$ cat config.mk
export PLATFORM = sky130hd
export DESIGN_NAME = alu_mdu_flat
export DESIGN_NICKNAME = d
export VERILOG_FILES = /design/src/rtl/alu_pkg.sv /design/src/rtl/alu_mdu_if.sv /design/src/rtl/mdu_step.sv /design/src/rtl/alu_mdu.sv /design/src/flat_wrapper.sv
export SDC_FILE = /design/constraint.sdc
export NUM_CORES = 1
export LEC_CHECK = 0
export BUFFER_PORTS_ARGS = -buffer_cell sky130_fd_sc_hd__buf_2
export CAP_MARGIN = 25
export CORE_ASPECT_RATIO = 1.25
export CORE_UTILIZATION = 55
export DETAILED_ROUTE_END_ITERATION = 10
export GPL_ROUTABILITY_DRIVEN = 0
export HOLD_SLACK_MARGIN = 0.12
export PLACE_DENSITY = 0.75
export SLEW_MARGIN = 20
export SYNTH_ARGS = -nofsm -noshare
export SYNTH_HDL_FRONTEND = slang
export SYNTH_SLANG_ARGS = --single-unit
$ cat constraint.sdc
create_clock -name clk -period 3.9 [get_ports clk]
set_clock_uncertainty 0.2 [all_clocks]
set_input_delay 0.585 -clock clk [delete_from_list [all_inputs] [get_ports clk]]
set_output_delay 0.585 -clock clk [all_outputs]
set_load 0.03 [all_outputs]
$ cat src/rtl/alu_pkg.sv
// Shared ALU/MDU definitions: ALU function codes, multiply/divide op codes and MDU states.
package alu_pkg;

    typedef enum logic [1:0] {
        MDU_MULT  = 2'b00,
        MDU_MULTU = 2'b01,
        MDU_DIV   = 2'b10,
        MDU_DIVU  = 2'b11
    } mdu_op_t;

    typedef enum logic [1:0] {
        IDLE = 2'd0,
        CALC = 2'd1,
        FIX  = 2'd2
    } mdu_state_t;

    // Function select for the combinational ALU.
    localparam logic [3:0] ALU_ADD  = 4'd0;
    localparam logic [3:0] ALU_SUB  = 4'd1;
    localparam logic [3:0] ALU_AND  = 4'd2;
    localparam logic [3:0] ALU_OR   = 4'd3;
    localparam logic [3:0] ALU_XOR  = 4'd4;
    localparam logic [3:0] ALU_NOR  = 4'd5;
    localparam logic [3:0] ALU_SLT  = 4'd6;
    localparam logic [3:0] ALU_SLTU = 4'd7;
    localparam logic [3:0] ALU_SLL  = 4'd8;
    localparam logic [3:0] ALU_SRL  = 4'd9;
    localparam logic [3:0] ALU_SRA  = 4'd10;
    localparam logic [3:0] ALU_LUI  = 4'd11;

endpackage

$ cat src/rtl/alu_mdu_if.sv
// Pipeline-side bundle for the multiply/divide unit: request, HI/LO writes, status and results.
interface alu_mdu_if #(
    parameter int WIDTH = 32
);
    logic             Start;
    logic [1:0]       Op;
    logic [WIDTH-1:0] A;
    logic [WIDTH-1:0] B;
    logic             Cancel;
    logic             WrHi;
    logic             WrLo;
    logic [WIDTH-1:0] WrData;
    logic             Busy;
    logic             Done;
    logic [WIDTH-1:0] HI;
    logic [WIDTH-1:0] LO;

    modport master (
        output Start, Op, A, B, Cancel, WrHi, WrLo, WrData,
        input  Busy, Done, HI, LO
    );

    modport slave (
        input  Start, Op, A, B, Cancel, WrHi, WrLo, WrData,
        output Busy, Done, HI, LO
    );
endinterface

$ cat src/rtl/mdu_step.sv
// One radix-2 iteration on the {acc, work} pair: shift-add for multiply, restoring
// trial-subtract-shift for divide.
module mdu_step #(
    parameter int WIDTH = 32
) (
    input  logic [WIDTH-1:0] acc_i,
    input  logic [WIDTH-1:0] work_i,
    input  logic [WIDTH-1:0] opnd_i,
    input  logic             div_i,
    output logic [WIDTH-1:0] acc_o,
    output logic [WIDTH-1:0] work_o
);
    logic [WIDTH:0]   sum;
    logic [WIDTH:0]   shifted;
    logic [WIDTH-1:0] remDiff;
    logic             fits;

    // A non-borrowing trial subtraction always leaves less than the divisor, so the low bits suffice.
    always_comb begin
        sum     = {1'b0, acc_i} + {1'b0, opnd_i};
        shifted = {acc_i, work_i[WIDTH-1]};
        fits    = (shifted >= {1'b0, opnd_i});
        remDiff = shifted[WIDTH-1:0] - opnd_i;
        if (div_i) begin
            acc_o  = fits ? remDiff : shifted[WIDTH-1:0];
            work_o = {work_i[WIDTH-2:0], fits};
        end else if (work_i[0]) begin
            acc_o  = sum[WIDTH:1];
            work_o = {sum[0], work_i[WIDTH-1:1]};
        end else begin
            acc_o  = {1'b0, acc_i[WIDTH-1:1]};
            work_o = {acc_i[0], work_i[WIDTH-1:1]};
        end
    end
endmodule

$ cat src/rtl/alu_mdu.sv
// Multi-cycle MULT/MULTU/DIV/DIVU unit owning HI/LO; fixed WIDTH+1 cycle latency per operation.
module alu_mdu
    import alu_pkg::*;
#(
    parameter int WIDTH = 32,
    parameter int CNT_W = $clog2(WIDTH + 1)
) (
    input  logic      clk,
    input  logic      reset_n,
    alu_mdu_if.slave  bus
);
    mdu_state_t       state_q, state_d;
    logic [CNT_W-1:0] count_q;
    logic             div_q;
    logic             negRes_q;
    logic             negRem_q;
    logic             divZero_q;
    logic [WIDTH-1:0] aRaw_q;
    logic [WIDTH-1:0] acc_q;
    logic [WIDTH-1:0] work_q;
    logic [WIDTH-1:0] opnd_q;
    logic [WIDTH-1:0] hi_q;
    logic [WIDTH-1:0] lo_q;
    logic             done_q;

    logic             busy;
    logic             startAcc;
    logic             signedOp;
    logic             aNeg;
    logic             bNeg;
    logic [WIDTH-1:0] aMag;
    logic [WIDTH-1:0] bMag;
    logic [WIDTH-1:0] accNext;
    logic [WIDTH-1:0] workNext;
    logic [2*WIDTH-1:0] prod;
    logic [WIDTH-1:0] fixHi;
    logic [WIDTH-1:0] fixLo;

    mdu_step #(.WIDTH(WIDTH)) u_step (
        .acc_i  (acc_q),
        .work_i (work_q),
        .opnd_i (opnd_q),
        .div_i  (div_q),
        .acc_o  (accNext),
        .work_o (workNext)
    );

    always_ff @(posedge clk or negedge reset_n) begin
        if (!reset_n) state_q <= IDLE;
        else          state_q <= state_d;
    end

    always_comb begin
        state_d = state_q;
        case (state_q)
            IDLE:    if (bus.Start && !bus.Cancel) state_d = CALC;
            CALC:    if (bus.Cancel) state_d = IDLE;
                     else if (count_q == CNT_W'(1)) state_d = FIX;
            FIX:     state_d = IDLE;
            default: state_d = IDLE;
        endcase
    end

    always_comb begin
        busy       = (state_q == CALC) || (state_q == FIX);
        bus.Busy   = busy;
        bus.Done   = done_q;
        bus.HI     = hi_q;
        bus.LO     = lo_q;
    end

    // The core always works on magnitudes; signs are remembered and re-applied in FIX.
    always_comb begin
        startAcc = (state_q == IDLE) && bus.Start && !bus.Cancel;
        signedOp = (bus.Op == MDU_MULT) || (bus.Op == MDU_DIV);
        aNeg     = signedOp && bus.A[WIDTH-1];
        bNeg     = signedOp && bus.B[WIDTH-1];
        aMag     = aNeg ? -bus.A : bus.A;
        bMag     = bNeg ? -bus.B : bus.B;
    end

    always_comb begin
        prod = {acc_q, work_q};
        if (negRes_q) prod = -prod;
        fixHi = prod[2*WIDTH-1:WIDTH];
        fixLo = prod[WIDTH-1:0];
        if (div_q) begin
            if (divZero_q) begin
                fixHi = aRaw_q;
                fixLo = '1;
            end else begin
                fixHi = negRem_q ? -acc_q  : acc_q;
                fixLo = negRes_q ? -work_q : work_q;
            end
        end
    end

    // HI/LO accept mthi/mtlo only when idle; a same-cycle Start still lands its result later.
    always_ff @(posedge clk or negedge reset_n) begin
        if (!reset_n) begin
            count_q   <= '0;
            div_q     <= 1'b0;
            negRes_q  <= 1'b0;
            negRem_q  <= 1'b0;
            divZero_q <= 1'b0;
            aRaw_q    <= '0;
            acc_q     <= '0;
            work_q    <= '0;
            opnd_q    <= '0;
            hi_q      <= '0;
            lo_q      <= '0;
            done_q    <= 1'b0;
        end else begin
            done_q <= 1'b0;
            case (state_q)
                IDLE: begin
                    if (bus.WrHi) hi_q <= bus.WrData;
                    if (bus.WrLo) lo_q <= bus.WrData;
                    if (startAcc) begin
                        count_q   <= CNT_W'(WIDTH);
                        div_q     <= bus.Op[1];
                        negRes_q  <= aNeg ^ bNeg;
                        negRem_q  <= aNeg;
                        divZero_q <= (bus.B == '0);
                        aRaw_q    <= bus.A;
                        acc_q     <= '0;
                        work_q    <= aMag;
                        opnd_q    <= bMag;
                    end
                end
                CALC: begin
                    if (bus.Cancel) begin
                        count_q <= '0;
                    end else begin
                        acc_q   <= accNext;
                        work_q  <= workNext;
                        count_q <= count_q - CNT_W'(1);
                    end
                end
                FIX: begin
                    if (!bus.Cancel) begin
                        hi_q   <= fixHi;
                        lo_q   <= fixLo;
                        done_q <= 1'b1;
                    end
                end
                default: ;
            endcase
        end
    end
endmodule

$ cat src/flat_wrapper.sv
// flat-port wrapper written by rule: the top's interface ports become plain ports
module alu_mdu_flat import alu_pkg::*;
#(
    parameter int WIDTH = 32,
    parameter int CNT_W = $clog2(WIDTH + 1)
)
  (clk, reset_n, bus_Start, bus_Op, bus_A, bus_B, bus_Cancel, bus_WrHi, bus_WrLo, bus_WrData, bus_Busy, bus_Done, bus_HI, bus_LO);
  alu_mdu_if #(.WIDTH(WIDTH)) bus_i ();
  input  logic clk;
  input  logic reset_n;
  input wire logic [$bits(bus_i.Start)-1:0] bus_Start;
  input wire logic [$bits(bus_i.Op)-1:0] bus_Op;
  input wire logic [$bits(bus_i.A)-1:0] bus_A;
  input wire logic [$bits(bus_i.B)-1:0] bus_B;
  input wire logic [$bits(bus_i.Cancel)-1:0] bus_Cancel;
  input wire logic [$bits(bus_i.WrHi)-1:0] bus_WrHi;
  input wire logic [$bits(bus_i.WrLo)-1:0] bus_WrLo;
  input wire logic [$bits(bus_i.WrData)-1:0] bus_WrData;
  output wire logic [$bits(bus_i.Busy)-1:0] bus_Busy;
  output wire logic [$bits(bus_i.Done)-1:0] bus_Done;
  output wire logic [$bits(bus_i.HI)-1:0] bus_HI;
  output wire logic [$bits(bus_i.LO)-1:0] bus_LO;
  assign bus_i.Start = bus_Start;
  assign bus_i.Op = bus_Op;
  assign bus_i.A = bus_A;
  assign bus_i.B = bus_B;
  assign bus_i.Cancel = bus_Cancel;
  assign bus_i.WrHi = bus_WrHi;
  assign bus_i.WrLo = bus_WrLo;
  assign bus_i.WrData = bus_WrData;
  assign bus_Busy = bus_i.Busy;
  assign bus_Done = bus_i.Done;
  assign bus_HI = bus_i.HI;
  assign bus_LO = bus_i.LO;
  alu_mdu #(.WIDTH(WIDTH), .CNT_W(CNT_W)) u_core (.clk(clk), .reset_n(reset_n), .bus(bus_i));
endmodule
==> results.py <==
metrics = {
    "outcome": {
        "status": "complete, no violations",
    },
    "final_layout": {
        "drive_gt1_share_pct": 14.6,
        "final_cell_count_no_fill": 2713,
        "antenna_cells": 0,
        "final_nets": 2475,
        "syn_to_final_growth_pct": 13.2,
        "design_area_mm2": 0.0193,
        "final_core_util_pct": 63.8,
    },
    "clock_network": {
        "htreeDepth": 1,
        "clock-sinks": 205,
        "numCtsBuffers": 23,
        "cts_root_buffer": "clkbuf_16",
        "postCtsSetupBuffers": 0,
        "cts_tree": "done",
        "clk_pin_slew_ps": 70,
        "clockBufferDepth": 3,
        "clk_latency_ps": 540,
    },
    "place": {
        "place_inst": 2669,
        "hpwlAfterDp_um": 43700,
        "port_buffers": 169,
        "placed_cell_area_mm2": 0.0185,
    },
    "global_route": {
        "antenna_found_initial": 1,
        "grt_use_met2_pct": 60.1,
        "grt_pass1_vias": 16060,
        "busiest_layer": "met2",
        "grt_max_degree": 92,
        "gr-usage-all-layers_pct": 36.6,
        "grtUsageMet3_pct": 5.38,
        "grt_util_met1_pct": 44.1,
        "grt_pass1_wl_um": 90500,
        "gr-total-overflow": 0,
    },
    "floorplanning": {
        "die_h_um": 199,
        "die_w_um": 160,
        "rows": 71,
        "dieArea_mm2": 0.0317,
        "ios": 170,
        "core_mm2": 0.0303,
        "start_util_pct": 56.4,
    },
    "yosys": {
        "ys_top_cells_by_area": "dfrtp_1 30%, nand2_1 7.4%, xnor2_1 6.0%, o21ai_0 5.5%, ha_1 5.4%",
        "synth_top_area_share_pct": 30.1,
        "synth_edf_count": 0,
        "synth_ff_type": "dfrtp_1",
        "ys_async_sr_fraction_pct": 100,
        "yosysWarnings": 0,
        "syn-mean-instance-area_um2": 7.81,
        "synth.distinct_cells": 76,
        "yosys-top-cells-count": "336 x nand2_1, 205 x dfrtp_1, 189 x o21ai_0",
        "ys_ff_latch": 205,
        "synth_cells": 2185,
        "synthesis.nets": 2364,
        "synth_top_area_cell": "dfrtp_1",
        "ys_seq_area_share_pct": 30.1,
        "synth.most_common_cell": "nand2_1",
        "synthesis.area_mm2": 0.0171,
    },
    "worst_setup_path": {
        "startpoint_type": "flop",
        "crit_type": "reg2reg",
        "arrival_ps": 3850,
        "required_ps": 4110,
        "end_kind": "flop",
        "path_max_fanout": 9,
    },
    "sta": {
        "post-route-period-util_pct": 93.2,
        "setup_viol": 0,
        "hold_viol": 0,
        "rsz0062_at_grt": "no",
        "layout_min_cycle_time_ps": 3630,
        "slew_headroom_pct": 26.0,
        "worst_pin_slew_ps": 1110,
        "slew_violations": 0,
        "tns_ps": 0,
        "fmax_ghz": 0.275,
    },
    "job": {
        "max-cap-violations": 0,
    },
    "power": {
        "cellPowerDensity_mw_per_mm2": 1020,
        "ir_worst_vdd_v": 0.000455,
        "p_leak_nw": 8.57,
        "finalPower_w": 0.0197,
    },
    "drt": {
        "via_per_inst": 6.36,
        "route.detailed.drc": 0,
        "routed_wl_um": 58300,
        "drt-pass1-iter-count": 6,
        "drtIter0Drc": 1790,
        "antenna_left": 0,
        "wl_per_cell_um": 21.5,
        "routed-via-count": 17246,
    },
    "worst_hold_path": {
        "hp-class": "in2reg",
    },
}
power breakdown:
part / internal (W) / switching [W]
Combinational: 0.00481 / 0.00798
Clock: 0.00146 / 0.000929
Sequential: 0.00315 / 0.00133
Total: 0.00941 / 0.0102
layout make-up:
cell class	instances	area, um^2
Tap cell	401	502
Clock buffer	32	629
Timing Repair Buffer	249	1510
Inverter	75	282
Multi-Input combinational cell	1742	11100
Sequential cell	205	5130
Clock inverter	9	179
Fill cell	2619	11000
cell families after synthesis:
group,synth area share [%]
AOI/OAI and AO/OA,25.8
and+or+nand+nor,18.3
buffers and inverters,5.34
DFF,30.1
xor gates and xnor gates,9.90
muxes,5.04
adders and majority gates,5.59
layout by cell type, fill, tap and decap left out, types with 47 or more instances in the layout:
cell type | netlist | layout
a21oi_1 | 136 | 136
buf_2 | 2 | 168
buf_4 | 0 | 73
dfrtp_1 | 205 | 203
ha_1 | 73 | 71
inv_1 | 74 | 74
mux2i_1 | 51 | 51
nand2_1 | 336 | 335
nor2_1 | 89 | 89
o21ai_0 | 189 | 189
o21ai_1 | 102 | 100
o31ai_1 | 48 | 47
xnor2_1 | 116 | 116
xor2_1 | 77 | 77
sequential cells by signal, summed over array words and instances (netlist names):
| name | count |
|---|---|
| u_core.work_q | 32 |
| u_core.negRem_q | 1 |
| u_core.state_q | 2 |
| u_core.count_q | 6 |
| u_core.div_q | 1 |
| u_core.bus.Done | 1 |
| u_core.acc_q | 32 |
| u_core.negRes_q | 1 |
| u_core.bus.HI | 32 |
| u_core.opnd_q | 32 |
| u_core.bus.LO | 32 |
| u_core.divZero_q | 1 |
| u_core.aRaw_q | 32 |
per-layer routing:
metal / part of all wire (%) / up-vias
met5: 0.014 / -
met4: 8.0 / 2
met3: 7.8 / 227
met2: 46 / 887
met1: 38 / 8078
li1: - / 8052
metrics by stage:
stage | setup WS [ps] | hold slack, ps
after floorplan | 560 | 89.4
after global placement | 365 | 256
after detailed placement | 255 | 265
after CTS | 217 | 127
after global routing | 61.8 | 138
final | 265 | 142
path summary, 6_finish.rpt:
path / to / startpoint / slack (ps) / cells after the start
worst min-delay path: u_core.bus.HI[16] / bus_WrData[16] / 140 / 3
max in group asynchronous: u_core.div_q / reset_n / 2270 / 3
worst min register to register: u_core.bus.LO[14] / u_core.bus.LO[14] / 280 / 2
worst max register to register: u_core.acc_q[30] / u_core.acc_q[0] / 270 / 12
min in group asynchronous: u_core.bus.HI[9] / reset_n / 340 / 2
worst max-delay path: u_core.acc_q[30] / u_core.acc_q[0] / 270 / 12
worst max-delay path, cell delays in order (launching register included):
cell and delay (ps):
dfrtp_1 380, buf_4 170, ha_1 300, nor2b_1 140, o21ai_1 80, a211oi_1 400
o21ai_0 300, a21boi_2 340, o31a_1 210, buf_4 190, o21ai_1 130, or3b_1 420
a32o_1 250
repair_timing:
| action | CTS | global route |
|---|---|---|
| hold buffers | 3 | 0 |
| endpoints found under the hold margin | 40 | 0 |
| gates resized for setup | 0 | 1 |
| endpoints found under the setup margin | 0 | 1 |
Note: power is estimated with default switching activity, not from simulation.
